==> config.mk <==
export PLATFORM = sky130hd
export DESIGN_NAME = oh_dec_skid
export DESIGN_NICKNAME = d
export VERILOG_FILES = /design/src/rtl/oh_dec_skid.sv
export SDC_FILE = /design/constraint.sdc
export NUM_CORES = 1
export LEC_CHECK = 0
export ABC_CLOCK_PERIOD_IN_PS = 2000
export CORE_AREA = 2 2 39 41
export CTS_BUF_LIST = sky130_fd_sc_hd__clkbuf_16
export DETAILED_ROUTE_END_ITERATION = 7
export DIE_AREA = 0 0 41 43
export PLACE_DENSITY_LB_ADDON = 0.3
export SYNTH_ARGS = -nofsm -noshare
export SYNTH_HDL_FRONTEND = slang
export SYNTH_SLANG_ARGS = --single-unit
==> constraint.sdc <==
create_clock -name clk -period 2 [get_ports clk]
set_clock_uncertainty 0.2 [all_clocks]
set_input_delay 0.4 -clock clk [delete_from_list [all_inputs] [get_ports clk]]
set_output_delay 0.4 -clock clk [all_outputs]
set_load 0.01 [all_outputs]
==> src/rtl/oh_dec_skid.sv <==
// Binary-index to one-hot decoder behind a valid/ready handshake, with a
// two-entry (main + skid) output buffer that keeps in_rdy registered at full throughput.
module oh_dec_skid #(
  parameter  int OHW = 4,
  localparam int BW  = $clog2(OHW)
) (
  input  logic           clk,
  input  logic           rst,
  input  logic [BW-1:0]  in_bin,
  input  logic           in_hit,
  input  logic           in_vld,
  output logic           in_rdy,
  output logic [OHW-1:0] out_oht,
  output logic           out_err,
  output logic           out_vld,
  input  logic           out_rdy
);

  logic           acc;
  logic           con;
  logic           s_vld;
  logic           s_vld_nxt;
  logic [OHW-1:0] s_oht;
  logic           s_err;
  logic [OHW-1:0] dec_oht;
  logic           dec_err;

  // Decode the incoming beat; an out-of-range index only flags err.
  always_comb begin
    dec_oht = '0;
    dec_err = in_hit && (int'(in_bin) >= OHW);
    for (int i = 0; i < OHW; i++)
      dec_oht[i] = in_hit && (int'(in_bin) == i);
  end

  // NOTE: every signal assigned in always_comb gets a value on all paths, so no latch is inferred.
  always_comb begin
    acc       = in_vld && in_rdy;
    con       = out_vld && out_rdy;
    s_vld_nxt = s_vld;
    if (con)
      s_vld_nxt = 1'b0;
    else if (acc && out_vld)
      s_vld_nxt = 1'b1;
  end

  // NOTE: state uses non-blocking assignments so every register samples pre-edge values.
  always_ff @(posedge clk) begin
    if (rst) begin
      out_vld <= 1'b0;
      out_oht <= '0;
      out_err <= 1'b0;
      s_vld   <= 1'b0;
      in_rdy  <= 1'b1;
    end else begin
      s_vld  <= s_vld_nxt;
      in_rdy <= !s_vld_nxt;
      if (con) begin
        if (s_vld) begin
          out_oht <= s_oht;
          out_err <= s_err;
        end else if (acc) begin
          out_oht <= dec_oht;
          out_err <= dec_err;
        end else begin
          out_vld <= 1'b0;
        end
      end else if (acc && !out_vld) begin
        out_vld <= 1'b1;
        out_oht <= dec_oht;
        out_err <= dec_err;
      end
    end
  end

  // NOTE: skid payload is not reset; it is only ever read while s_vld marks it valid.
  always_ff @(posedge clk) begin
    if (!con && acc && out_vld) begin
      s_oht <= dec_oht;
      s_err <= dec_err;
    end
  end

endmodule

==> summary.txt, run 1 <==
Run status
  – Status: completed

Finish
  – Layout Area Growth over Synthesis: 44.9%
  – Post-Route Utilization: just over 50%
  – Layout cells sized above 1: 16.1%
  – # fillers: 119
  – Finished Layout Cells: between 70 and 80
  – Total inserted antenna cells: 0
  – Post-route cell area: 707 sq um
  – Fin nets: 70

STA
  – Final WS setup: around 0.17 ns
  – Final Cycle Share: between 90% and 100%
  – Hold Worst Slack: between 0.2 and 0.3 ns
  – Final number of max-transition violations: 0
  – Final min period: 1.83 ns
  – Setup violators final: 0
  – Final Hold Viols: 0
  – Unrepaired setup endpoints after global routing: no
  – Fmax achieved: roughly 550 MHz
  – Setup TNS: 0 ns

Setup path
  – Critical path type: reg -> out
  – CP Launch Type: flip-flop
  – CP max FO: 7
  – Critical Path RT: 1.40 ns
  – CP arrival: around 1.2 ns
  – Cell family with most CP delay: buffers and inverters
  – Critical Path Max Stage Delay: roughly 0.57 ns
  – CP max stage cell: clkdlybuf4s50_1
  – CP endpoint kind: output pin
  – Cell Chain, Critical Path: clkdlybuf4s50_1
  – Buf/Inv on CP: 1

Die
  – Die height: roughly 43 microns
  – Rows: 14
  – Die W: 41 microns
  – Starting density of the core: approximately a third
  – Core ar.: around 1400 sq um
  – Full die area: between 1500 and 2000 sq um
  – # IOs: 14

Logic synthesis
  – Flops & latches, synth: 11
  – Seq/Total Area, Yosys: a little over half
  – Synth Instances: 46
  – Syn Nets: 53
  – Yosys cell types: 25
  – Post-Syn Area: about 500 sq um
  – Mean post-synth cell area: roughly 11 sq um
  – Synthesis Warnings: 0

CTS
  – # clock sinks: 11
  – Gates resized, CTS repair: 0
  – # Post-CTS Setup Buffers: 0
  – # hold bufs at CTS: 0
  – CTS clk-pin slew, worst paths: 0.04 ns
  – TritonCTS buffer count: 3
  – CTS tree: done
  – CTS Root Cell: clkbuf_16
  – Clk_lat worst skew: roughly 0.23 ns
  – CTS H-Tree Depth: 1
  – Clock Path Buffers: 2

Power
  – Peak VDD IR: approximately 0.48 mV
  – Total chip power: about 0.7 mW
  – Cell area power density: roughly 970 nW/um^2
  – Leakage: between 0.2 and 0.3 nW

Routing
  – Vias/cell: roughly 4.7
  – Post-route DRC: 0
  – Antenna viol nets, final: 0
  – Final wirelength: ~900 microns
  – Detailed router's first-iteration violation count: 3
  – Vias: roughly 370
  – Drt pass-1 iters: 4
  – Wirelength per Cell: around 12 microns

Place
  – Buffers added on ports: 12
  – DPL Wire Length: ~650 microns
  – Cell Area, Placed: 628 sq um
  – Pre-CTS setup slack: around 0.19 ns
  – Placed cells: 74
  – Final GP Congestion: just under 0.8

Job
  – Max-cap violation count: 0

GRT
  – Largest net degree at the start of global routing: 8
  – Vias in the first global route: between 300 and 400
  – First-pass GRT wire length: about 1400 microns
  – Global-route usage over all layers: approximately an eighth
  – GR Overflow Total: 0
  – Initial antenna violation count: 0

Worst hold path
  – Hold WC Path Type: reg -> reg
## flip-flops by register name, summed over array words and instances (netlist names)
| signal | flops |
|---|---|
| in_rdy | 1 |
| out_vld | 1 |
| s_oht | 4 |
| out_oht | 4 |
| s_vld | 1 |
## layout by cell type, fill, tap and decap left out
master           instances
o21bai_2                 1
buf_4                    1
inv_1                    5
dfxtp_1                  7
and3_1                   1
clkbuf_16                3
nand2_1                  4
o21ai_1                  1
a211o_1                  1
o21ai_0                  1
nor3b_4                  1
nor2b_1                  1
a22oi_1                  1
conb_1                   1
nor3_1                   1
inv_2                    1
and2b_1                  1
and2b_4                  1
clkdlybuf4s50_1         12
o221a_1                  3
and3_2                   1
nor2_2                   1
a21oi_1                  3
o2111ai_1                1
edfxtp_1                 4
nor2_1                   2
a31oi_1                  2
## cells in the mapped netlist
| library cell | number | area share (%) |
|---|---|---|
| and3_1 | 1 | 1.3 |
| nor2b_1 | 1 | 1.3 |
| dfxtp_1 | 7 | 29 |
| nand2_1 | 4 | 3.1 |
| edfxtp_1 | 4 | 25 |
| a211o_1 | 1 | 1.8 |
| and2b_1 | 1 | 1.5 |
| nor2_2 | 1 | 1.3 |
| a22oi_1 | 1 | 1.5 |
| o221a_1 | 3 | 6.9 |
| nor2_1 | 2 | 1.5 |
| inv_2 | 1 | 0.77 |
| inv_1 | 4 | 3.1 |
| buf_4 | 1 | 1.5 |
| o21ai_1 | 1 | 1.0 |
| nor3b_4 | 1 | 3.8 |
| a21oi_1 | 3 | 3.1 |
| o21ai_0 | 1 | 1.0 |
| nor3_1 | 1 | 1.0 |
| o21bai_2 | 1 | 2.3 |
| and3_2 | 1 | 1.5 |
| o2111ai_1 | 1 | 1.8 |
| and2b_4 | 1 | 2.1 |
| a31oi_1 | 2 | 2.6 |
| conb_1 | 1 | 0.77 |
## worst paths after layout
check | start | cells past startpoint | slack [ns] | to
worst max register to register | out_vld | 3 | 0.61 | s_oht[3]
worst min-delay path | out_oht[0] | 2 | 0.29 | out_oht[0]
worst max-delay path | out_vld | 1 | 0.17 | out_vld
worst min register to register | out_oht[0] | 2 | 0.29 | out_oht[0]
## power by group
part           leakage (nW)  switching [mW]  internal, mW
Clock                0.0423          0.0903         0.262
Sequential           0.0939         0.00859         0.245
Combinational         0.156          0.0339        0.0441
## logic make-up after synthesis
group / count (synthesis) / share of synthesized area (%)
flops: 11 / 53.3
other cells: 1 / 0.768
buf+inv: 6 / 5.38
simple gates: 14 / 18.5
compound gates: 14 / 22.0
## final cells by class
class                   count  area (sq um)  area share, %
flip-flops and latches     11           260           36.8
multi-input cells          29           201           28.5
repair buffers             13           128           18.1
clock buffers               3          75.1           10.6
well taps                  16          20.0           2.83
inverters                   5          18.8           2.65
clock inverters             1          3.75          0.531
## layer usage
layer,global-route usage [%],vias up,wire [microns]
met3,4.71,2,27
met4,10.0,0,14
met5,0,-,0
li1,-,199,-
met1,17.5,156,459
met2,14.7,8,397
(Power assumes the default switching activity.)
==> run 2: changes to the inputs <==
Settings changed: ABC_AREA set to 1, CORE_AREA 2 2 39 41 to 2 2 40 42, DIE_AREA 0 0 41 43 to 0 0 42 44.
==> summary.txt, run 2 <==
Run status
  – Status: completed (unchanged)

CTS
  – Clk_lat worst skew: 0.24 ns (was 0.23 ns)
  – TritonCTS buffer count: 3 (unchanged)
  – # Post-CTS Setup Buffers: 0 (unchanged)
  – CTS clk-pin slew, worst paths: 0.04 ns (about the same)
  – CTS H-Tree Depth: 1 (unchanged)
  – Gates resized, CTS repair: 0 (unchanged)
  – # clock sinks: 11 (unchanged)
  – # hold bufs at CTS: 0 (unchanged)
  – CTS Root Cell: clkbuf_16 (unchanged)
  – Clock Path Buffers: 2 (unchanged)
  – CTS tree: done (unchanged)

GRT
  – Largest net degree at the start of global routing: 10 (was 8)
  – Global-route usage over all layers: 12.9% (was 12.6%)
  – Busiest grt layer: met2 (was met1)
  – First-pass GRT wire length: 1660 microns (was 1390 microns)
  – M1 GR Usage: 14.9% (was 17.5%)
  – GR Overflow Total: 0 (unchanged)
  – Met2 GRT Util: 18.4% (was 14.7%)
  – Met3 usage: 3.75% (was 4.71%)
  – Initial antenna violation count: 0 (unchanged)
  – Vias in the first global route: 409 (was 314)

Setup path
  – R2R Setup Slk: 0.63 ns (was 0.61 ns)
  – CP endpoint kind: output pin (unchanged)
  – R2r endpoint: s_oht[3] (unchanged)
  – Buf/Inv on CP: 1 (unchanged)
  – Critical Path Max Stage Delay: 0.58 ns (was 0.57 ns)
  – CP max FO: 5 (was 7)
  – Critical path type: reg -> out (unchanged)
  – Worst Reg-to-Reg Cells: 3 (unchanged)
  – Worst flop-to-flop path startpoint: out_vld (unchanged)
  – CP arrival: 1.24 ns (was 1.23 ns)
  – CP Launch Type: flip-flop (unchanged)
  – Cell Chain, Critical Path: clkdlybuf4s50_1 (unchanged)
  – Cell family with most CP delay: buffers and inverters (unchanged)
  – CP max stage cell: clkdlybuf4s50_1 (unchanged)
  – Critical Path RT: 1.40 ns (about the same)

Finish
  – Layout Area Growth over Synthesis: 40.9% (was 44.9%)
  – Fin nets: 90 (was 70)
  – Biggest regs: out_oht: 4 flops, s_oht: 4 flops (unchanged)
  – Post-Route Utilization: 53.2% (was 51.1%)
  – # fillers: 129 (was 119)
  – Post-route cell area: 754 sq um (was 707 sq um)
  – Commonest non-fill, non-tap cells in the layout: nor2_1, clkdlybuf4s50_1, inv_1 (was clkdlybuf4s50_1, dfxtp_1, inv_1)
  – Layout cells sized above 1: 12.2% (was 16.1%)
  – Total inserted antenna cells: 0 (unchanged)

Die
  – Full die area: 1850 sq um (was 1760 sq um)
  – Die W: 42 microns (was 41 microns)
  – Die height: 44 microns (was 43 microns)
  – Core ar.: 1420 sq um (was 1380 sq um)
  – # IOs: 14 (unchanged)
  – Starting density of the core: 37.7% (was 35.3%)
  – Rows: 14 (unchanged)

Logic synthesis
  – Syn Nets: 73 (was 53)
  – Flops & latches, synth: 11 (unchanged)
  – Area leader, netlist: dfxtp_1 (unchanged)
  – Post-Syn Area: 536 sq um (was 488 sq um)
  – Share of flip-flops with an asynchronous set or reset: 0% (unchanged)
  – Synth area leaders: dfxtp_1, edfxtp_1, nand3b_1 (was dfxtp_1, edfxtp_1, o221a_1)
  – Seq/Total Area, Yosys: 48.6% (was 53.3%)
  – Synth Instances: 66 (was 46)
  – Synthesis Warnings: 0 (unchanged)
  – Yosys cell types: 18 (was 25)
  – Synth Flop Type: dfxtp_1 (unchanged)
  – Post-synth EDFFs: 4 (unchanged)
  – Mean post-synth cell area: 8.11 sq um (was 10.6 sq um)
  – Synth top area share: 26.2% (was 28.7%)
  – Synth top cells by count: nor2_1, inv_1, nand2_1, dfxtp_1, nand3b_1 (was dfxtp_1, edfxtp_1, inv_1, nand2_1)
  – Cell with the most instances after synthesis: nor2_1 (was dfxtp_1)

Power
  – Cell area power density: 937 nW/um^2 (was 967 nW/um^2)
  – Sw Share: 21.5% (was 19.4%)
  – Clk network pwr share: 51.4% (was 51.5%)
  – Peak VDD IR: 0.365 mV (was 0.485 mV)
  – Reg power frac: 35.8% (was 37.1%)
  – Total chip power: 0.707 mW (was 0.684 mW)
  – Leakage: 0.348 nW (was 0.292 nW)
  – Internal: 0.555 mW (was 0.551 mW)
  – NetSw: 0.152 mW (was 0.133 mW)
  – Logic pwr share: 12.9% (was 11.4%)

STA
  – Hold Worst Slack: 0.364 ns (was 0.290 ns)
  – Fmax achieved: 542 MHz (was 547 MHz)
  – Final Hold Viols: 0 (unchanged)
  – Setup TNS: 0 ns (unchanged)
  – Final Cycle Share: 92.2% (was 91.5%)
  – Final min period: 1.84 ns (was 1.83 ns)
  – Unrepaired setup endpoints after global routing: no (unchanged)
  – Final number of max-transition violations: 0 (unchanged)
  – Setup violators final: 0 (unchanged)

Routing
  – Wirelength per Cell: 9.68 microns (was 11.5 microns)
  – Drt pass-1 iters: 4 (unchanged)
  – Final wirelength: 949 microns (was 898 microns)
  – Detailed router's first-iteration violation count: 6 (was 3)
  – Post-route DRC: 0 (unchanged)
  – Antenna viol nets, final: 0 (unchanged)
  – Vias: 444 (was 365)
  – Vias/cell: 4.53 (was 4.68)

Place
  – Buffers added on ports: 12 (unchanged)
  – Final GP Congestion: 0.768 (was 0.787)
  – Cell Area, Placed: 676 sq um (was 628 sq um)
  – DPL Wire Length: 690 microns (was 647 microns)

Worst hold path
  – Min-Delay Startpoint: s_oht[0] (was out_oht[0])
  – Hold WC Path Type: reg -> reg (unchanged)
  – Hold EP: out_oht[0] (unchanged)
  – Hold depth: 4 (was 2)

Job
  – Max-cap violation count: 0 (unchanged)
-- run 2: cell types whose count changed in the layout (fill, tap and decap cells not counted), moves of 2 or more --
| cell | delta |
|---|---|
| a21oi_1 | -2 |
| a31oi_1 | -2 |
| inv_1 | +5 |
| nand2_1 | +5 |
| nand2_2 | +2 |
| nand3_1 | +3 |
| nand3b_1 | +6 |
| nor2_1 | +10 |
| nor3_1 | +3 |
| o221a_1 | -3 |
-- run 2: kinds of logic (layout without fill, tap and decap cells) --
group | after synthesis | count (layout) | share of synthesized area [%]
AND/OR/NAND/NOR | 40 | 40 | 39.5
AO/OA/AOI/OAI | 3 | 3 | 2.80
other | 1 | 1 | 0.700
buffers and inverters | 11 | 27 | 8.41
flip-flops | 11 | 11 | 48.6
-- run 2: worst max-delay path by stage --
stage / cells past startpoint / slack, ns / to / startpoint
2_1_floorplan: 2 / 0.52 / s_oht[0] / out_vld
3_3_place_gp: 4 / 0.20 / s_oht[2] / in_vld
3_5_place_dp: 6 / 0.19 / out_oht[0] / out_rdy
4_1_cts: 1 / 0.15 / out_vld / out_vld
5_1_grt: 1 / 0.11 / out_vld / out_vld
6_report: 1 / 0.16 / out_vld / out_vld
-- run 2: metal layers --
layer	vias to the layer above	wire length (microns)
met4	0	24
met2	10	418
met3	4	44
met5	-	0
li1	240	-
met1	190	462
-- run 2: power by group through the flow --
| stage | clock network, mW | logic [mW] | registers [mW] |
|---|---|---|---|
| after global placement | 0 | 0.0908 | 0.257 |
| after floorplan | 0 | 0.0450 | 0.261 |
| after detailed placement | 0 | 0.0913 | 0.257 |
| after CTS | 0.368 | 0.0919 | 0.253 |
| after global routing | 0.375 | 0.101 | 0.255 |
| final | 0.363 | 0.0911 | 0.253 |
-- run 2: cell type report --
| class | count | area, sq um | area share [%] |
|---|---|---|---|
| multi-input cells | 44 | 230 | 30.5 |
| repair buffers | 13 | 128 | 16.9 |
| flip-flops and latches | 11 | 260 | 34.5 |
| clock inverters | 1 | 3.75 | 0.498 |
| well taps | 16 | 20.0 | 2.65 |
| inverters | 10 | 37.5 | 4.98 |
| clock buffers | 3 | 75.1 | 9.95 |
-- run 2: per-stage QoR --
stage / worst slack, ns / instances
3_5_place_dp: 0.194 / 94
3_3_place_gp: 0.196 / 94
4_1_cts: 0.151 / 98
6_report: 0.156 / 98
5_1_grt: 0.109 / 98
2_1_floorplan: 0.519 / 66
==> run 3: changes to the inputs <==
Settings changed: CAP_MARGIN set to 10.
==> results of run 3 <==
The final DEF is identical to that of run 2; final timing and power are the same.
